==> src/rtl/screen_pkg.sv <==
// Shared screen encoding and colour defaults for the game screen sequencer.
package screen_pkg;
  typedef enum logic [1:0] {
    SCR_WELCOME = 2'd0,
    SCR_PLAY    = 2'd1,
    SCR_PAUSE   = 2'd2,
    SCR_END     = 2'd3
  } screen_t;

  localparam logic [7:0] DEF_BLANK_COLOR = 8'h00;
  localparam logic [7:0] DEF_TRANSPARENT = 8'hFF;

  // Counter width able to hold 0..max_val, never narrower than one bit.
  function automatic int cnt_w(input int max_val);
    return (max_val > 0) ? $clog2(max_val + 1) : 1;
  endfunction
endpackage

==> src/rtl/key_edge_detector.sv <==
// Rising-edge detector per key; history resets high so a key held through reset never fires.
module key_edge_detector #(
  parameter int N_KEYS = 2
) (
  input  logic              clk,
  input  logic              resetN,
  input  logic [N_KEYS-1:0] keys,
  output logic [N_KEYS-1:0] press
);
  logic [N_KEYS-1:0] prev;

  for (genvar k = 0; k < N_KEYS; k++) begin : g_key
    always_ff @(posedge clk) begin
      if (!resetN) prev[k] <= 1'b1;
      else         prev[k] <= keys[k];
    end
    assign press[k] = keys[k] & ~prev[k];
  end
endmodule

==> src/rtl/screen_sequencer.sv <==
// Game screen FSM with blanked transitions, END timeout, pause overlay and final RGB mux.
module screen_sequencer
  import screen_pkg::*;
#(
  parameter int               RGB_W              = 8,
  parameter int               LIFE_W             = 4,
  parameter int               BLANK_FRAMES       = 2,
  parameter logic [RGB_W-1:0] BLANK_COLOR        = RGB_W'(DEF_BLANK_COLOR),
  parameter logic [RGB_W-1:0] TRANSPARENT        = RGB_W'(DEF_TRANSPARENT),
  parameter int               END_TIMEOUT_FRAMES = 600
) (
  input  logic              clk,
  input  logic              resetN,
  input  logic              startOfFrame,
  input  logic              keyStart,
  input  logic              keyPause,
  input  logic [LIFE_W-1:0] life,
  input  logic [RGB_W-1:0]  rgbWelcome,
  input  logic [RGB_W-1:0]  rgbMain,
  input  logic [RGB_W-1:0]  rgbPause,
  input  logic [RGB_W-1:0]  rgbEnd,
  output logic [RGB_W-1:0]  RGB,
  output logic [1:0]        screen,
  output logic              gameRun,
  output logic              newGame,
  output logic              paused
);
  localparam int BW = cnt_w(BLANK_FRAMES);
  localparam int EW = cnt_w(END_TIMEOUT_FRAMES);
  localparam logic [BW-1:0] BLANK_LOAD = BW'(BLANK_FRAMES);
  localparam logic [EW-1:0] END_MAX    = EW'(END_TIMEOUT_FRAMES);
  localparam logic [EW-1:0] END_LAST   = EW'((END_TIMEOUT_FRAMES > 0) ? END_TIMEOUT_FRAMES - 1 : 0);
  localparam bit            END_TO_EN  = (END_TIMEOUT_FRAMES > 0);

  screen_t          state, nstate;
  logic [BW-1:0]    blank_cnt;
  logic [EW-1:0]    end_cnt;
  logic [1:0]       press;
  logic             start_press, pause_press, blank_act, timeout_hit;
  logic [RGB_W-1:0] pix_nxt;

  key_edge_detector #(.N_KEYS(2)) u_keys (
    .clk    (clk),
    .resetN (resetN),
    .keys   ({keyPause, keyStart}),
    .press  (press)
  );

  assign start_press = press[0];
  assign pause_press = press[1];
  assign blank_act   = (blank_cnt != '0);
  // Fires on the frame strobe that carries end_cnt up to the timeout value.
  assign timeout_hit = END_TO_EN && startOfFrame && (end_cnt >= END_LAST);

  always_comb begin
    nstate = state;
    if (!blank_act) begin
      case (state)
        SCR_WELCOME: if (start_press) nstate = SCR_PLAY;
        SCR_PLAY: begin
          if (life == '0)       nstate = SCR_END;
          else if (pause_press) nstate = SCR_PAUSE;
        end
        SCR_PAUSE: begin
          if (life == '0)       nstate = SCR_END;
          else if (start_press) nstate = SCR_WELCOME;
          else if (pause_press) nstate = SCR_PLAY;
        end
        SCR_END: if (start_press || timeout_hit) nstate = SCR_WELCOME;
        default: nstate = SCR_WELCOME;
      endcase
    end
  end

  always_comb begin
    pix_nxt = BLANK_COLOR;
    if (!blank_act) begin
      case (state)
        SCR_WELCOME: pix_nxt = rgbWelcome;
        SCR_PLAY:    pix_nxt = rgbMain;
        SCR_PAUSE:   pix_nxt = (rgbPause != TRANSPARENT) ? rgbPause : rgbMain;
        SCR_END:     pix_nxt = rgbEnd;
        default:     pix_nxt = BLANK_COLOR;
      endcase
    end
  end

  always_ff @(posedge clk) begin
    if (!resetN) begin
      state     <= SCR_WELCOME;
      blank_cnt <= '0;
      end_cnt   <= '0;
      RGB       <= '0;
      newGame   <= 1'b0;
    end else begin
      state   <= nstate;
      RGB     <= pix_nxt;
      newGame <= (state == SCR_WELCOME) && (nstate == SCR_PLAY);
      if (nstate != state)              blank_cnt <= BLANK_LOAD;
      else if (startOfFrame && blank_act) blank_cnt <= blank_cnt - 1'b1;
      // Held at zero outside END, so it always starts fresh on entry.
      if (state != SCR_END)                         end_cnt <= '0;
      else if (startOfFrame && (end_cnt < END_MAX)) end_cnt <= end_cnt + 1'b1;
    end
  end

  assign screen  = state;
  assign gameRun = (state == SCR_PLAY) && !blank_act;
  assign paused  = (state == SCR_PAUSE);
endmodule

==> config.mk <==
export PLATFORM = sky130hd
export DESIGN_NAME = screen_sequencer
export DESIGN_NICKNAME = d
export VERILOG_FILES = /design/src/rtl/screen_pkg.sv /design/src/rtl/key_edge_detector.sv /design/src/rtl/screen_sequencer.sv
export SDC_FILE = /design/constraint.sdc
export NUM_CORES = 1
export LEC_CHECK = 0
export BUFFER_PORTS_ARGS = -buffer_cell sky130_fd_sc_hd__buf_2
export CORE_MARGIN = 3
export CORE_UTILIZATION = 43
export CTS_CLUSTER_SIZE = 20
export DETAILED_ROUTE_END_ITERATION = 16
export PLACE_DENSITY = 0.8
export SLEW_MARGIN = 30
export SYNTH_ARGS = -nofsm -noshare
export SYNTH_HDL_FRONTEND = slang
export SYNTH_SLANG_ARGS = --single-unit
==> constraint.sdc <==
create_clock -name clk -period 1.5 [get_ports clk]
set_input_delay 0.225 -clock clk [delete_from_list [all_inputs] [get_ports clk]]
set_output_delay 0.225 -clock clk [all_outputs]
set_load 0.05 [all_outputs]
==> impl_metrics.csv, run 1 <==
group,metric,value,unit
outcome,status,"complete, but fails checks",
outcome,violations,"negative setup slack",
grt,met3_usage,0.04635,
clock_tree,h-tree-depth,1,
yosys,synth_nets,217,
run,cap_violations,0,
grt,busiest_layer,"met2",
yosys,synthCells,174,
grt,gr-usage-met2,0.3360,
clock_tree,cts.clk_slew.worst_paths,0.13,ns
placement,globalplace.congestion,0.8400,
yosys,synth_warnings,0,
floorplanning,die_w,63.22,um
route,num_vias,1549,
clock_tree,numCtsBuffers,3,
final_layout,syn_to_final_growth,45.42,%
timing,setup_viol,4,
timing,drv_slew,0,
timing,max_slew_margin,0.7224,
power,clkPwrFrac,0.164,
power,seqPwrFrac,0.407,
yosys,synth.most_common_cell,"dfxtp_1",
clock_tree,clockBufferDepth,2,
route,wl_per_cell,13.05,um
grt,grt_pass1_vias,1423,
power,power,1.858,mW
setup_path,arrival,1.77,ns
yosys,yosys.area.top_type_share,0.3556,
min_path,min_path_type,"in2reg",
timing,fin_skew,0.001215,ns
yosys,async_flop_share,0,
power,p_leak,0.8330,nW
power,switching_power,0.6884,mW
floorplanning,die_h,63.22,um
grt,grt_util_met1,0.2216,
yosys,yosysTopAreaCell,"dfxtp_1",
setup_path,crit_type,"reg2reg",
yosys,avgSynthCellArea,8.090,um^2
route,postRouteAntennaNets,0,
final_layout,diodes,0,
timing,fmax,659.4,MHz
setup_path,cp_data_required_time,1.76,ns
timing,grt_setup_unrepaired,"yes",
clock_tree,clk_latency,0.32,ns
floorplanning,die-area,3996,um^2
final_layout,finalNonFillerCells,292,
power,p_int,1.169,mW
yosys,synthTopCellsByCount,"dfxtp_1, nand2_1, nor2b_1",
yosys,ys_seq_area_frac,0.3556,
setup_path,crit_path_max_fanout,4,
timing,finalCritPeriodShare,1.011,
route,drt_pre_antenna_iters,4,
grt,grt_use_total,0.1850,
floorplanning,ios,54,
floorplanning,coreArea,3078,um^2
grt,antenna_found_initial,0,
final_layout,drive_gt1_frac,0.4476,
floorplanning,rows,20,
grt,grt_max_degree,14,
timing,hold_viol_final,0,
final_layout,layout.nets,292,
power,swShare,0.3705,
power,p_per_area,907.6,nW/um^2
route,via_per_inst,5.305,
timing,finalSetupTns,-0.04605,ns
timing,fin_ws,-0.01659,ns
route,drc,0,
power,power_frac_comb,0.429,
yosys,synth_cell_type_count,40,
power,ir_drop,0.7316,mV
setup_path,end_kind,"register",
placement,dp.cells,280,
setup_path,cp-start-kind,"register",
grt,grt_pass1_wl,6.051,mm
floorplanning,initial_core_util,0.4573,
timing,worst_pin_slew,0.4152,ns
clock_tree,cts_num_sinks,25,
clock_tree,cts_tree,"yes",
clock_tree,ctsHoldBuffers,0,
route,wl,3.812,mm
placement,portBuffers,53,
yosys,ys_seq_elements,25,
grt,grt-ovfl-total,0,
yosys,synth_flop_cell,"dfxtp_1",
yosys,synth_area_leaders,"dfxtp_1, nor2b_1, nand2_1, a311oi_1, o21ai_0",
placement,hpwl,2.761,mm
placement,pre_cts_slack,-0.07010,ns
clock_tree,root_buffer,"clkbuf_4",
timing,min_period,1.517,ns
yosys,synth_edf_count,0,
route,drtIter0Drc,78,
yosys,syn_area,1408,um^2
## stage by stage
stage          utilization  area, um^2  hold slack [ns]
6_report            0.6650        2047          0.09327
5_1_grt             0.6650        2047           0.1113
4_1_cts             0.6264        1928          0.09437
3_5_place_dp        0.5972        1838           0.4332
3_3_place_gp        0.5972        1838           0.4258
2_1_floorplan            -        1439           0.3265
## power groups by stage
stage	logic [mW]	clock network [mW]	registers [mW]
3_3_place_gp	0.637	0	0.774
6_report	0.797	0.305	0.756
3_5_place_dp	0.647	0	0.776
2_1_floorplan	0.309	0	0.925
5_1_grt	0.863	0.335	0.763
4_1_cts	0.708	0.310	0.763
## path summary, 6_finish.rpt
path         startpoint             end  slack (ns)  cells after the start
min            keyPause  u_keys.prev[1]        0.09                      2
max reg2reg  end_cnt[7]      end_cnt[5]       -0.02                      5
min reg2reg  end_cnt[9]      end_cnt[9]        0.54                      2
max          end_cnt[7]      end_cnt[5]       -0.02                      5
## repair_timing
| action | CTS | global route |
|---|---|---|
| pin swaps | 0 | 7 |
| setup endpoints to repair | 4 | 9 |
| resized for setup | 17 | 10 |
| buffers inserted | 1 | 7 |
## layout make-up
| type | count | area (um^2) |
|---|---|---|
| fillers | 250 | 1031 |
| multi-input cells | 133 | 930.9 |
| flip-flops and latches | 25 | 515.5 |
| repair buffers | 79 | 493.0 |
| well taps | 44 | 55.05 |
| clock buffers | 4 | 26.28 |
| inverters | 7 | 26.28 |
## sequential cells by signal, summed over array words and instances, names as in the netlist
signal	flops
RGB	8
blank_cnt	2
end_cnt	10
newGame	1
screen	2
u_keys.prev	2
## worst max-delay path, cell delays in order, from the launching register on
cell and delay [ns]:
dfxtp_2 0.36, o21ai_2 0.29, o2111ai_2 0.21, buf_4 0.18, or3_1 0.30, a21oi_1 0.12
## cell families after synthesis
| group | synth area share |
|---|---|
| DFF | 0.3556 |
| muxes | 0.02311 |
| adders and majority gates | 0.01777 |
| buffers and inverters | 0.05156 |
| AOI/OAI and AO/OA | 0.2347 |
| xor gates and xnor gates | 0.03112 |
| and+or+nand+nor | 0.2862 |
## metal layers
metal | share of wire | routed length, um
met5 | 0 | 0
met4 | 0.012 | 47
met3 | 0.051 | 195
met2 | 0.51 | 1952
met1 | 0.42 | 1616
## layout by cell type (no fill, tap or decap), types with 3 or more instances in the layout
cell | Yosys | routed
buf_2 | 2 | 51
buf_4 | 0 | 23
nand2_1 | 20 | 19
nor2b_1 | 19 | 18
dfxtp_1 | 25 | 17
nor2_1 | 14 | 13
o21ai_0 | 12 | 12
a211oi_1 | 7 | 7
a311oi_1 | 7 | 7
dfxtp_2 | 0 | 6
inv_1 | 7 | 5
a21oi_1 | 6 | 5
nand3_1 | 5 | 5
clkbuf_4 | 0 | 4
nand2b_1 | 3 | 3
o211ai_1 | 3 | 3
xnor2_1 | 3 | 3
nor3_1 | 5 | 3
Power figures use the tool's default switching activity.
==> run 2, diff against run 1 <==
- ABC_AREA: unset -> 1
- CORE_UTILIZATION: 43 -> 44
- PLACE_DENSITY: 0.8 -> 0.82
==> run 2 against run 1 <==
The flow now finishes without violations; register-to-register slack improved by 0.12 ns; sequential power rose by 7.0%; count of clock-buffer cells in the layout did not move; setup slack improved by 0.093 ns; utilization fell by 3.9 points; sequential share of layout area rose by 1.8 points; clock skew rose by 0.0049 ns; flip-flop and latch count did not move; fmax rose by 6.6%; wire length fell by 3.6%; power rose by 20%; final cell count rose by 5.8%.
==> impl_metrics.csv, run 2 <==
group,metric,value,unit
setup_path,crit_type,"reg2out",
clock_tree,clockBufferDepth,2,
final_layout,drive_gt1_frac,0.4453,
yosys,yosys.area.top_type_share,0.3518,
final_layout,layout.nets,309,
yosys,synth_area_leaders,"dfxtp_1, nand2_1, inv_1, nand2_2, nor2_1",
route,drtIter0Drc,87,
clock_tree,root_buffer,"clkbuf_4",
route,drc,0,
yosys,async_flop_share,0,
final_layout,diodes,0,
placement,portBuffers,53,
power,p_int,1.267,mW
yosys,synth_edf_count,0,
yosys,synth_cell_type_count,31,
setup_path,r2r_setup_slack,0.10,ns
power,power,2.230,mW
yosys,synthTopCellsByCount,"nand2_1, dfxtp_1, inv_1",
yosys,ys_seq_elements,25,
setup_path,crit_path_max_fanout,4,
timing,worst_pin_slew,0.3090,ns
route,postRouteAntennaNets,0,
final_layout,syn_to_final_growth,35.36,%
route,via_per_inst,5.123,
yosys,synth_nets,242,
floorplanning,die_h,62.86,um
final_layout,mostFrequentLayoutCells,"buf_2, nand2_1, inv_1, nor2_1",
clock_tree,cts_tree,"yes",
min_path,min_path_type,"in2reg",
timing,hold_viol_final,0,
setup_path,arrival,1.20,ns
outcome,status,"complete, no violations",
power,switching_power,0.9627,mW
clock_tree,cts.clk_slew.worst_paths,0.12,ns
setup_path,end_kind,"output pin",
route,wl,3.673,mm
final_layout,finalNonFillerCells,309,
timing,finalCritPeriodShare,0.9488,
yosys,yosysTopAreaCell,"dfxtp_1",
timing,grt_setup_unrepaired,"yes",
route,drt_pre_antenna_iters,4,
power,ir_drop,0.6566,mV
final_layout,top_register,"end_cnt",
grt,grt_max_degree,14,
yosys,synthCells,199,
setup_path,cp-start-kind,"register",
grt,grt-ovfl-total,0,
grt,antenna_found_initial,0,
yosys,synth_warnings,0,
yosys,synth_flop_cell,"dfxtp_1",
route,num_vias,1583,
route,wl_per_cell,11.89,um
power,p_per_area,1158,nW/um^2
grt,grt_pass1_vias,1443,
timing,max_slew_margin,0.7932,
yosys,synth.most_common_cell,"nand2_1",
timing,setup_viol,0,
floorplanning,initial_core_util,0.4622,
floorplanning,die_w,62.86,um
yosys,avgSynthCellArea,7.149,um^2
floorplanning,die-area,3951,um^2
timing,fin_skew,0.006129,ns
power,clkPwrFrac,0.133,
run,cap_violations,0,
yosys,syn_area,1423,um^2
final_layout,layout_commonest_cell,"buf_2",
clock_tree,cts_num_sinks,25,
power,seqPwrFrac,0.363,
timing,min_period,1.423,ns
placement,dp.cells,299,
placement,globalplace.congestion,0.8770,
clock_tree,h-tree-depth,1,
yosys,ys_seq_area_frac,0.3518,
final_layout,reg.largest.list,"end_cnt x10, RGB x8",
power,p_leak,0.8628,nW
clock_tree,numCtsBuffers,3,
setup_path,cp_data_required_time,1.27,ns
floorplanning,ios,54,
clock_tree,clk_latency,0.32,ns
power,swShare,0.4317,
timing,fmax,702.7,MHz
placement,hpwl,2.683,mm
power,power_frac_comb,0.504,
final_layout,largest_reg_flops,10,
clock_tree,ctsHoldBuffers,0,
floorplanning,rows,20,
floorplanning,coreArea,3078,um^2
grt,grt_pass1_wl,6.099,mm
timing,drv_slew,0,
grt,grt_use_total,0.1858,
## run 2: worst paths after layout
| kind | startpoint | endpoint | depth (start not counted) |
|---|---|---|---|
| hold reg to reg | end_cnt[8] | end_cnt[8] | 2 |
| setup reg to reg | blank_cnt[0] | blank_cnt[1] | 7 |
| hold / removal | keyPause | u_keys.prev[1] | 2 |
| setup / recovery | blank_cnt[0] | gameRun | 5 |
## run 2: power by group through the flow
stage                     clock network, mW  logic, mW  registers [mW]
after floorplan                           0      0.421            1.08
after global placement                    0      0.914           0.816
after detailed placement                  0      0.925           0.818
after CTS                             0.310      0.978           0.805
after global routing                  0.351       1.22           0.824
final                                 0.297       1.12           0.809
## run 2: kinds of logic (layout without fill, tap and decap cells)
logic type                 count (synthesis)  in the layout  share of synthesized area
adders and majority gates                  2              2                    0.01759
muxes                                      1              1                   0.007915
buffers and inverters                     32             98                    0.08619
AOI/OAI and AO/OA                         44             44                     0.1961
xor gates and xnor gates                   2              2                    0.01232
DFF                                       25             25                     0.3518
and+or+nand+nor                           93             93                     0.3281
## run 2: repair_timing
| action | in CTS | in global routing |
|---|---|---|
| pin swaps | 1 | 5 |
| setup endpoints to repair | 1 | 8 |
| gates resized for setup | 6 | 25 |
| hold endpoints to repair | 0 | 0 |
| setup buffers | 0 | 6 |
## run 2: worst max-delay path: stages (launching register included)
cell,delay [ns]
dfxtp_2,0.34
inv_2,0.08
ha_4,0.17
inv_6,0.05
nor2_4,0.10
buf_8,0.15
## run 2: routing by layer
| layer | GRT usage | wire length (um) | up-vias |
|---|---|---|---|
| met5 | 0 | 0 | - |
| met4 | 0.06887 | 57 | 0 |
| met3 | 0.03237 | 155 | 7 |
| met2 | 0.3030 | 1799 | 43 |
| met1 | 0.2431 | 1660 | 729 |
| li1 | - | - | 804 |
## run 2: layout make-up
type / instances / area (um^2)
fill: 274 / 1152
tap: 44 / 55.05
sequential: 25 / 520.5
timing repair buffer: 62 / 349.1
multi-input combinational: 142 / 844.6
clock buffer: 4 / 26.28
inverter: 32 / 130.1
## run 2: through the flow
stage / setup TNS (ns) / cell area [um^2] / hold slack, ns / setup WS, ns / utilization
2_1_floorplan: 0 / 1435 / 0.2937 / 0.05804 / -
3_3_place_gp: 0 / 1778 / 0.4289 / 0.09180 / 0.5776
3_5_place_dp: 0 / 1778 / 0.4291 / 0.05427 / 0.5776
4_1_cts: 0 / 1823 / 0.08829 / 0.002225 / 0.5923
5_1_grt: -0.02610 / 1926 / 0.08085 / -0.02610 / 0.6256
6_report: 0 / 1926 / 0.1017 / 0.07685 / 0.6256
